===== config.mk =====
export PLATFORM = sky130hd
export DESIGN_NAME = pi_feedback_scaler
export DESIGN_NICKNAME = d
export VERILOG_FILES = /design/src/rtl/pi_feedback_scaler.sv
export SDC_FILE = /design/constraint.sdc
export NUM_CORES = 1
export LEC_CHECK = 0
export CELL_PAD_IN_SITES_DETAIL_PLACEMENT = 0
export CELL_PAD_IN_SITES_GLOBAL_PLACEMENT = 2
export CORE_MARGIN = 5
export CORE_UTILIZATION = 37
export DETAILED_ROUTE_END_ITERATION = 10
export MAX_ROUTING_LAYER = met4
export PLACE_DENSITY = 0.94
export SLEW_MARGIN = 15
export SYNTH_ARGS = -nofsm -noshare
export SYNTH_HDL_FRONTEND = slang
export SYNTH_SLANG_ARGS = --single-unit

===== constraint.sdc =====
create_clock -name clk -period 5.3 [get_ports clk]
set_clock_uncertainty 0.1 [all_clocks]
set_input_delay 0.795 -clock clk [delete_from_list [all_inputs] [get_ports clk]]
set_output_delay 0.795 -clock clk [all_outputs]
set_load 0.02 [all_outputs]

===== src/rtl/pi_feedback_scaler.sv =====
// pi_feedback_scaler
// Programmable feedback gain stage between the PI controller output and the
// drive/DAC path. Each signed sample is arithmetically right-shifted by a
// run-time shift value, saturated to OUT_W bits, and forwarded with its
// channel tag through a 2-stage valid/ready pipeline.
//
// Build option: define FEEDBACK_ROUND_EN to add 2^(s-1) before shifting
// (round half toward +inf). Without it the shift floors toward -inf, which
// matches the legacy fixed shift-by-6 path.
//
// Stage 1 register holds the shifted value (IN_W+1 bits, so the rounding
// add can never overflow). Stage 2 is the output register and applies the
// saturation, which is also where the per-channel sticky flags are raised.

module pi_feedback_scaler #(
  parameter int IN_W      = 32,
  parameter int OUT_W     = 32,
  parameter int SHIFT_W   = 5,
  parameter int N_CH      = 2,
  parameter int CH_W      = (N_CH > 1) ? $clog2(N_CH) : 1,
  parameter int RST_SHIFT = 6
) (
  input  logic               clk,
  input  logic               rst_n,
  input  logic               in_valid,
  output logic               in_ready,
  input  logic [CH_W-1:0]    in_ch,
  input  logic [IN_W-1:0]    feedback_i,
  output logic               out_valid,
  input  logic               out_ready,
  output logic [CH_W-1:0]    out_ch,
  output logic [OUT_W-1:0]   feedback_o,
  input  logic               cfg_we,
  input  logic [SHIFT_W-1:0] cfg_shift,
  output logic [SHIFT_W-1:0] shift_o,
  input  logic               sat_clr,
  output logic [N_CH-1:0]    sat_flag
);

  // Saturation bounds expressed at the stage-1 width (IN_W+1 bits, signed).
  localparam logic signed [IN_W:0] MAX_V =
    {{(IN_W - OUT_W + 2){1'b0}}, {(OUT_W - 1){1'b1}}};
  localparam logic signed [IN_W:0] MIN_V =
    {{(IN_W - OUT_W + 2){1'b1}}, {(OUT_W - 1){1'b0}}};
  localparam logic [SHIFT_W-1:0] SHIFT_MAX  = SHIFT_W'(IN_W - 1);
  localparam logic [SHIFT_W-1:0] SHIFT_INIT = SHIFT_W'(RST_SHIFT);

  // ------------------------------------------------------------------
  // State
  // ------------------------------------------------------------------
  logic [SHIFT_W-1:0]    shift_q,      shift_d;
  logic                  s1_valid_q,   s1_valid_d;
  logic signed [IN_W:0]  s1_data_q,    s1_data_d;
  logic [CH_W-1:0]       s1_ch_q,      s1_ch_d;
  logic                  out_valid_q,  out_valid_d;
  logic [OUT_W-1:0]      feedback_q,   feedback_d;
  logic [CH_W-1:0]       out_ch_q,     out_ch_d;
  logic [N_CH-1:0]       sat_flag_q,   sat_flag_d;

  // Handshake and datapath intermediates
  logic                  s2_load;
  logic                  s1_load;
  logic                  accept;
  logic signed [IN_W:0]  ext;
  logic signed [IN_W:0]  rnd;
  logic signed [IN_W:0]  biased;
  logic signed [IN_W:0]  scaled;
  logic                  sat_hi;
  logic                  sat_lo;
  logic [OUT_W-1:0]      sat_value;
  logic                  sat_evt;

  // Pipeline flow control: stage 2 loads when empty or drained, stage 1
  // whenever it is empty or its content moves on to stage 2.
  always_comb begin
    s2_load = !out_valid_q || out_ready;
    s1_load = !s1_valid_q || s2_load;
    accept  = in_valid && s1_load;
  end

  assign in_ready = s1_load;

  // Gain-shift register next value; out-of-range shifts are clamped so the
  // datapath never sees a shift wider than the sample.
  always_comb begin
    shift_d = shift_q;
    if (cfg_we) begin
      if (int'(cfg_shift) >= IN_W) begin
        shift_d = SHIFT_MAX;
      end else begin
        shift_d = cfg_shift;
      end
    end
  end

  // Stage-1 arithmetic: sign-extend, optional rounding bias, arithmetic shift
  // by the shift value active at acceptance time.
  always_comb begin
    ext = {feedback_i[IN_W-1], feedback_i};
`ifdef FEEDBACK_ROUND_EN
    if (shift_q == '0) begin
      rnd = '0;
    end else begin
      rnd = {{IN_W{1'b0}}, 1'b1} << (shift_q - 1'b1);
    end
`else
    rnd = '0;
`endif
    biased = ext + rnd;
    scaled = biased >>> shift_q;
  end

  // Stage-1 register next values: capture a new sample only on acceptance.
  always_comb begin
    s1_valid_d = s1_valid_q;
    s1_data_d  = s1_data_q;
    s1_ch_d    = s1_ch_q;
    if (s1_load) begin
      s1_valid_d = accept;
    end
    if (accept) begin
      s1_data_d = scaled;
      s1_ch_d   = in_ch;
    end
  end

  // Stage-2 saturation: clamp anything outside the OUT_W signed range,
  // otherwise the low OUT_W bits already carry the exact value.
  always_comb begin
    sat_hi = (s1_data_q > MAX_V);
    sat_lo = (s1_data_q < MIN_V);
    if (sat_hi) begin
      sat_value = MAX_V[OUT_W-1:0];
    end else if (sat_lo) begin
      sat_value = MIN_V[OUT_W-1:0];
    end else begin
      sat_value = s1_data_q[OUT_W-1:0];
    end
    sat_evt = s2_load && s1_valid_q && (sat_hi || sat_lo);
  end

  // Output register next values: hold while stalled so downstream sees a
  // stable sample until it is taken.
  always_comb begin
    out_valid_d = out_valid_q;
    feedback_d  = feedback_q;
    out_ch_d    = out_ch_q;
    if (s2_load) begin
      out_valid_d = s1_valid_q;
      if (s1_valid_q) begin
        feedback_d = sat_value;
        out_ch_d   = s1_ch_q;
      end
    end
  end

  // Sticky saturation flags: a new event beats a simultaneous clear, and a
  // tag outside the channel range simply matches no flag bit.
  always_comb begin
    sat_flag_d = sat_clr ? '0 : sat_flag_q;
    for (int i = 0; i < N_CH; i++) begin
      if (sat_evt && (s1_ch_q == CH_W'(i))) begin
        sat_flag_d[i] = 1'b1;
      end
    end
  end

  // All state registers; reset empties the pipeline and restores the shift.
  always_ff @(posedge clk or negedge rst_n) begin
    if (!rst_n) begin
      shift_q     <= SHIFT_INIT;
      s1_valid_q  <= 1'b0;
      s1_data_q   <= '0;
      s1_ch_q     <= '0;
      out_valid_q <= 1'b0;
      feedback_q  <= '0;
      out_ch_q    <= '0;
      sat_flag_q  <= '0;
    end else begin
      shift_q     <= shift_d;
      s1_valid_q  <= s1_valid_d;
      s1_data_q   <= s1_data_d;
      s1_ch_q     <= s1_ch_d;
      out_valid_q <= out_valid_d;
      feedback_q  <= feedback_d;
      out_ch_q    <= out_ch_d;
      sat_flag_q  <= sat_flag_d;
    end
  end

  assign shift_o    = shift_q;
  assign out_valid  = out_valid_q;
  assign feedback_o = feedback_q;
  assign out_ch     = out_ch_q;
  assign sat_flag   = sat_flag_q;

endmodule


Word-level counts from Yosys, hierarchy flattened
Index checks and enable logic that the tools add are counted.
{"block": "op_classes", "shift": 1, "reduce_logical": 13, "muxes": 5, "bitwise_logic": 1, "order_cmp": 2}
{"op": "$mux W32", "count": 2}
{"op": "$gt A33 B32 Y1 const B", "count": 1}
{"op": "$lt A33 B32 Y1 const B", "count": 1}
{"op": "$sshr A32 B5 Y33", "count": 1}
{"op": "$logic_and A1 B1 Y1", "count": 5}
{"op": "$reduce_bool A2 Y1", "count": 2}
{"op": "$logic_or A1 B1 Y1", "count": 3}
{"op": "$logic_not A1 Y1", "count": 2}
{"op": "$mux W1", "count": 2}
{"op": "$mux W2", "count": 1}
{"op": "$reduce_and A2 Y1", "count": 1}
{"op": "$not A1 Y1", "count": 1}
{"block": "totals", "in_bits": 44, "out_inout_bits": 42, "regBits": 76}

Depth between registers and ports, before layout
Gate-level depths: netlist of run 1.
{"block": "depth", "depth_word": 6, "ltp_mapped": 9, "mapped_depth_nobuf": 5}

Worst setup path after synthesis of run 1
OpenSTA, ideal clock, no wires.
{"block": "synth_timing", "path_type": "input to register", "from": "input feedback_i[12]", "to": "register s1_data_q[1]", "setup_time_ps": 131, "n_path_buf": 0, "required_time_ps": 5069, "setup_slack_ps": 2963, "cell_stages": 5, "arrival_time_ps": 2106, "path_cell_list": "mux4_1 > mux2_4 > a22oi_2 > nor2_1 > or3_1"}
{"block": "synth_via", "elab_chain_cells": 1}
{"item": "start, declared", "line": "28", "rtl": "input logic [IN_W-1:0] feedback_i,"}
{"item": "$sshr A32 B5 Y33", "line": "110", "rtl": "scaled = biased >>> shift_q;"}
{"item": "end signal, assigned", "line": "182", "rtl": "s1_data_q <= s1_data_d;"}
{"item": "end, declared", "line": "53", "rtl": "logic signed [IN_W:0] s1_data_q, s1_data_d;"}
Every way passes these cells.
A chain may end at the register's enable or synchronous reset.

Final worst setup path of run 1
{"block": "layout_timing", "from": "register shift_q[1], in the netlist shift_o[1]", "to": "output shift_o[1]"}
{"item": "start, declared", "line": "51", "rtl": "logic [SHIFT_W-1:0] shift_q, shift_d;"}
{"item": "start signal, assigned", "line": "180", "rtl": "shift_q <= shift_d;"}
{"item": "end, declared", "line": "35", "rtl": "output logic [SHIFT_W-1:0] shift_o,"}
No word-level cell between the ends.

==> impl_results.md, run 1 <==
- Die X: 122.3 um
- Ys Warns: 0
- Post-layout util: 0.4725
- Cts repair resizes: 0
- Async S/R FF share, synth: 1.000
- Total GRT Usage: 0.1794
- Tcrit/Tclk final: 0.6179
- Nets: 520
- Largest net degree at the start of global routing: 76
- Syn-to-layout area delta: 26.66%
- Hold_ws: 373.4 ps
- Netlist cell types: 53
- Hold buffer count at CTS: 0
- Antenna-violating nets left: 0
- # setup viols final: 0
- Fin crit period: 3275 ps
- Sequential fraction of the synthesis area: 0.4025
- Crit path kind: reg -> out
- Simple-gate share of the synthesized area: 0.09566
- Final WL: 12620 um
- Status: finished clean
- Number of max-cap violations: 0
- Die Area: 0.01497 sq mm
- Share of layout cells above drive strength 1: 0.2213
- Placed cell count: 637
- Post-route setup TNS: 0 ps
- Routed wl met3: 662 um
- Vias in the first global route: 3656
- Drt first pass iters: 4
- Gpl congestion: 0.8611
- Syn Area/Cell: 11.39 sq um
- Wire length per cell: 19.39 um
- RSZ-0062 raised after global routing: no
- XOR/XNOR Fraction of Synth Area: 0
- Peak supply drop: 0.1462 mV
- Largest family of logic cells by synthesized area: multiplexers
- Postcts setup bufs: 0
- Post-synth EDFFs: 0
- Hold Violations, Final: 0
- CTS Root Cell: clkbuf_16
- Core Rows: 41
- CTS sink cnt: 75
- Clock Path Buffers: 2
- Core area: 0.01252 sq mm
- Highest metal used: met4
- Initial drt markers: 259
- Mux contribution to synthesized area: 0.3122
- TritonCTS Buffers: 9
- Yosys reg bits: 75
- Crit start category: flop
- Remaining DRCs: 0
- Final setup margin: 2025 ps
- Pre-CTS setup slack: 2035 ps
- Post-Syn Instances: 410
- Crit-path cells: buf_4 -> clkdlybuf4s50_1
- Critical Path Max Stage Delay: 1060 ps
- M1 WL: 5758 um
- Worst path slowest cell: dfstp_2
- Crit-path max FO: 32
- Fmax: 305.4 MHz
- Compound-Gate Fraction of Synth Area: 0.1460
- Initial antenna violation count: 0
- CTS clock-pin slew for the worst setup and hold paths: 60 ps
- First-pass GRT wire length: 20230 um
- Adder-cell share of the synthesized area: 0
- Crit end category: output port
- CTS tree: yes
- # diodes: 0
- Max Slew Vio Count: 0
- Worst hold path type: reg -> reg
- Skew-Pair Late Insertion Delay: 330 ps
- PortBufs: 85
- Top_reg_cell synth: dfrtp_1
- LEAKAGE: 2.346 nW
- Fin cells: 651
- Routed via count: 3685
- CP arrival: 2380 ps
- Vias/cell: 5.661
- Die Y: 122.3 um
- WL met2: 6009 um
- Io pins: 86
- Grt ovf: 0
- Cell area power density: 388.7 mW/mm^2
- Htree depth: 3
- HPWL after detailed placement: 9517 um
- Data required, critical path: 4410 ps
- Worst Tran Pin Value: 937.6 ps
- Post-Syn Nets: 454
- Mapped Area: 0.004669 sq mm
- Max-Slew Margin vs Limit: 0.3750
- Initial Util: 0.3731
-- final timing paths --
| kind | end | start | depth (start not counted) | slack [ps] |
|---|---|---|---|---|
| worst max-delay path | shift_o[1] | shift_o[1] | 2 | 2030 |
| worst min-delay path | s1_data_q[25] | s1_data_q[25] | 1 | 370 |
| worst max register to register | s1_data_q[7] | shift_o[1] | 4 | 2350 |
| worst min register to register | s1_data_q[25] | s1_data_q[25] | 1 | 370 |
| max in group asynchronous | feedback_o[8] | rst_n | 2 | 3900 |
| min in group asynchronous | shift_o[4] | rst_n | 2 | 600 |
-- layout by cell type, fill, tap and decap left out, types with 2 or more instances in the layout --
cell             count
clkbuf_16            9
o2111ai_1            2
buf_4                5
nand2b_1             6
and2_1               6
a21oi_1             16
o22ai_1              3
o211ai_1             2
dfstp_2              2
bufinv_16            3
nor2b_1              3
a22oi_1              4
nand2_2              2
nor2_1              31
o21ai_0             21
a221o_1              3
dfrtp_1             73
o22a_1               7
nand2_1             30
o311ai_0             2
inv_1                4
or3_1                2
nand3_1              5
a221oi_1             2
mux2_2              51
o21bai_1             2
nor3_1               4
mux4_1               6
clkdlybuf4s50_1     84
a31oi_1              4
o21a_1               2
a21o_1               3
or2_2                3
a311oi_1             2
mux2i_1             17
mux4_2              24
a211oi_1            16
-- cell usage after synthesis (all sizes together) (2+ instances only) --
master,instances,area (sq um)
and2,6,37.54
a211oi,16,120.1
nand2,32,122.6
o2111ai,2,17.52
o21bai,2,15.01
o211ai,2,15.01
clkbuf,17,63.81
a21o,3,22.52
nand3,5,25.02
a311oi,2,17.52
nand2b,6,37.54
nor3,4,20.02
mux2,52,589.3
mux2i,17,170.2
o21a,2,15.01
o22a,7,61.31
nor2b,3,18.77
dfstp,2,52.55
buf,18,121.4
o311ai,2,17.52
a22oi,5,42.54
o21ai,22,110.1
a21oi,16,80.08
inv,5,18.76
or3,2,12.51
a221oi,2,17.52
or2,3,18.77
a221o,3,30.03
o22ai,3,18.77
a31oi,4,25.02
mux4,30,698.2
nor2,31,116.4
dfrtp,73,1827
-- cell type report --
class                      count  area, sq um
clock inverter                 5        103.9
multi-input combinational    295         2589
timing repair buffer          90        883.3
sequential                    75         1879
clock buffer                   9        225.2
inverter                       5        18.77
fill                        1173         6603
tap                          172        215.2
-- logic make-up (layout without fill, tap and decap cells) --
| family | after synthesis | count (layout) |
|---|---|---|
| AO/OA/AOI/OAI | 99 | 99 |
| multiplexers | 99 | 99 |
| AND/OR/NAND/NOR | 97 | 97 |
| flip-flops | 75 | 75 |
| buffers and inverters | 40 | 109 |
-- sequential cells by signal, indices dropped and copies added, names as in the netlist --
| signal | cells |
|---|---|
| feedback_o | 32 |
| out_ch | 1 |
| out_valid | 1 |
| s1_ch_q | 1 |
| s1_data_q | 32 |
| s1_valid_q | 1 |
| sat_flag | 2 |
| shift_o | 5 |
-- metrics by stage --
stage / total power, mW / cell area [sq um]
2_1_floorplan: 1.290 / 4669
3_3_place_gp: 1.620 / 5583
3_5_place_dp: 1.637 / 5583
4_1_cts: 2.323 / 5912
5_1_grt: 2.418 / 5914
6_report: 2.299 / 5914
-- per-layer routing --
metal,track usage,vias up
met4,0.07418,0
met3,0.02166,10
met1,0.2532,1838
li1,-,1705
met2,0.2635,132
met5,-,-
-- report_power, final --
part / leakage [nW] / switching (mW) / internal, mW
combinational: 1.29 / 0.386 / 0.406
clock: 0.161 / 0.223 / 0.454
sequential: 0.889 / 0.109 / 0.720
total: 2.35 / 0.718 / 1.58
-- critical path: cells and delay by family, from the launching register on --
family / cells / cell delay, ps
buffers and inverters: 2 / 990
flip-flops: 1 / 1060
Note: power is estimated with default switching activity, not from simulation.
==> run 2, diff against run 1 <==
CORE_UTILIZATION = 31   (was 37)
PLACE_DENSITY = 0.84   (was 0.94)
clock period = 2.85 ns   (was 5.3 ns; I/O delays follow)
==> run 2 against run 1 <==
Against the previous run: global-route usage is 2.0 points lower; sequential cell count stayed put; critical path depth is 5 higher; count of clock-buffer cells in the layout is 3 higher; sequential share of layout area is 0.76 points lower; die area is 18% higher; critical path type is now reg -> reg; highest routed layer unchanged; final cell count is 4.6% higher.
==> impl_results.md, run 2 (synthesized netlist as in run 1, its figures left out) <==
- CTS clock-pin slew for the worst setup and hold paths: 60 ps (about the same)
- Fillers: 1420 (was 1173)
- Flop-to-flop setup slack: 200 ps (was 2350 ps)
- PortBufs: 85 (unchanged)
- Nets: 536 (was 520)
- Final setup margin: 197.1 ps (was 2025 ps)
- Postcts setup bufs: 0 (unchanged)
- Crit start category: flop (unchanged)
- RSZ-0062 raised after global routing: no (unchanged)
- Fin cells: 681 (was 651)
- Post-layout util: 0.4138 (was 0.4725)
- Largest net degree at the start of global routing: 76 (unchanged)
- Hold_ws: 148.3 ps (was 373.4 ps)
- TritonCTS Buffers: 9 (unchanged)
- Placed cell count: 665 (was 637)
- Most frequent cells in the layout: clkdlybuf4s50_1 (84), dfrtp_1 (73), mux2_2 (51), nand2_1 (31), nor2_1 (31) (was clkdlybuf4s50_1 (84), dfrtp_1 (73), mux2_2 (51), nor2_1 (31), nand2_1 (30))
- HPWL after detailed placement: 10230 um (was 9517 um)
- Die X: 132.7 um (was 122.3 um)
- Reg2Reg Launch Point: shift_o[1] (unchanged)
- Gpl congestion: 0.8938 (was 0.8611)
- Multi-input gate area: 0.002586 sq mm (was 0.002589 sq mm)
- Share of layout cells above drive strength 1: 0.2475 (was 0.2213)
- Cts repair resizes: 0 (unchanged)
- Io pins: 86 (unchanged)
- Max Slew Vio Count: 0 (unchanged)
- Final Power: 4.233 mW (was 2.299 mW)
- Hold Violations, Final: 0 (unchanged)
- CP Buf/Inv Count: 2 (unchanged)
- Data required, critical path: 2950 ps (was 4410 ps)
- Number of max-cap violations: 0 (unchanged)
- Die Y: 132.7 um (was 122.3 um)
- Worst Tran Pin Value: 942.2 ps (was 937.6 ps)
- Worst setup endpoint: s1_data_q[28] (was shift_o[1])
- Vias/cell: 5.471 (was 5.661)
- CTS Root Cell: clkbuf_16 (unchanged)
- Skew-Pair Late Insertion Delay: 330 ps (about the same)
- Grt ovf: 0 (unchanged)
- CP startpoint: shift_o[1] (unchanged)
- # setup viols final: 0 (unchanged)
- Htree depth: 3 (unchanged)
- R2R depth: 7 (was 4)
- Syn-to-layout area delta: 29.77% (was 26.66%)
- LEAKAGE: 2.426 nW (was 2.346 nW)
- Max-Slew Margin vs Limit: 0.3719 (was 0.3750)
- Placed cell area: 0.005746 sq mm (was 0.005583 sq mm)
- Crit-path cells: buf_12 -> buf_4 -> mux2_2 -> mux2i_1 -> nor2_1 -> o311ai_0 -> nand2_1 (was buf_4 -> clkdlybuf4s50_1)
- Critical Path Max Stage Delay: 650 ps (was 1060 ps)
- Wire length per cell: 19.67 um (was 19.39 um)
- Worst path slowest cell: dfstp_2 (unchanged)
- Peak supply drop: 0.3837 mV (was 0.1462 mV)
- Crit path depth: 7 (was 2)
- CP top delay family: multiplexers (was flip-flops)
- Remaining DRCs: 0 (unchanged)
- Crit end category: flop (was output port)
- Most common cell after layout, fill and taps aside: clkdlybuf4s50_1 (unchanged)
- Sequential cell area: 0.001879 sq mm (unchanged)
- Drt first pass iters: 4 (unchanged)
- CTS tree: yes (unchanged)
- Hold buffer count at CTS: 0 (unchanged)
- CP arrival: 2760 ps (was 2380 ps)
- Pre-CTS setup slack: 255.1 ps (was 2035 ps)
- CTS sink cnt: 75 (unchanged)
- Final WL: 13390 um (was 12620 um)
- Clock Path Buffers: 2 (unchanged)
- Post-route setup TNS: 0 ps (unchanged)
- Worst r2r dst: s1_data_q[28] (was s1_data_q[7])
- Crit-path max FO: 22 (was 32)
- Core Rows: 44 (was 41)
- Core area: 0.01464 sq mm (was 0.01252 sq mm)
- Fmax: 376.9 MHz
- Initial antenna violation count: 0 (unchanged)
- Total GRT Usage: 0.1594 (was 0.1794)
- Routed via count: 3726 (was 3685)
- Antenna-violating nets left: 0 (unchanged)
- Crit path kind: reg -> reg (was reg -> out)
- Worst hold path type: in -> async (was reg -> reg)
- Initial Util: 0.3189 (was 0.3731)
- Final instance area: 0.006060 sq mm (was 0.005914 sq mm)
- Fin crit period: 2653 ps
- Cell area power density: 698.5 mW/mm^2 (was 388.7 mW/mm^2)
- Status: finished clean (unchanged)
- First-pass GRT wire length: 21940 um (was 20230 um)
- Initial drt markers: 237 (was 259)
- Die Area: 0.01762 sq mm (was 0.01497 sq mm)
- Tcrit/Tclk final: 0.9309
- # diodes: 0 (unchanged)
- Vias in the first global route: 3801 (was 3656)
[run 2: worst register-to-register path: stages (launching register included)]
cell	delay, ps
dfstp_2	650
buf_12	210
buf_4	210
mux2_2	390
mux2i_1	310
nor2_1	120
o311ai_0	450
nand2_1	100
[run 2: area by class of cell]
class                           count  share of cell area
Clock inverter                      4            0.007846
Tap cell                          184             0.03799
Sequential cell                    75              0.3101
Clock buffer                       12             0.04398
Inverter                            5            0.003097
Timing Repair Buffer              106              0.1701
Multi-Input combinational cell    295              0.4268
[run 2: worst min-delay path by stage]
stage | start | end | slack (ps) | cells after the start
after floorplan | rst_n | feedback_o[0] | 30 | 0
after global placement | s1_data_q[27] | s1_data_q[27] | 360 | 2
after detailed placement | s1_data_q[25] | s1_data_q[25] | 370 | 1
after CTS | rst_n | feedback_o[11] | 190 | 1
after global routing | rst_n | sat_flag[0] | 230 | 1
final | rst_n | feedback_o[11] | 150 | 1
[run 2: power breakdown]
group	switching, mW	internal [mW]
clock	0.422	0.746
combinational	0.754	0.793
sequential	0.179	1.34
total	1.36	2.88
[run 2: metal layers]
layer	share of wire	vias to the layer above	global-route usage
met3	0.046	12	0.02658
met2	0.47	121	0.2382
met4	0.019	0	0.05196
met1	0.47	1862	0.2215
li1	-	1731	-
met5	0	-	-
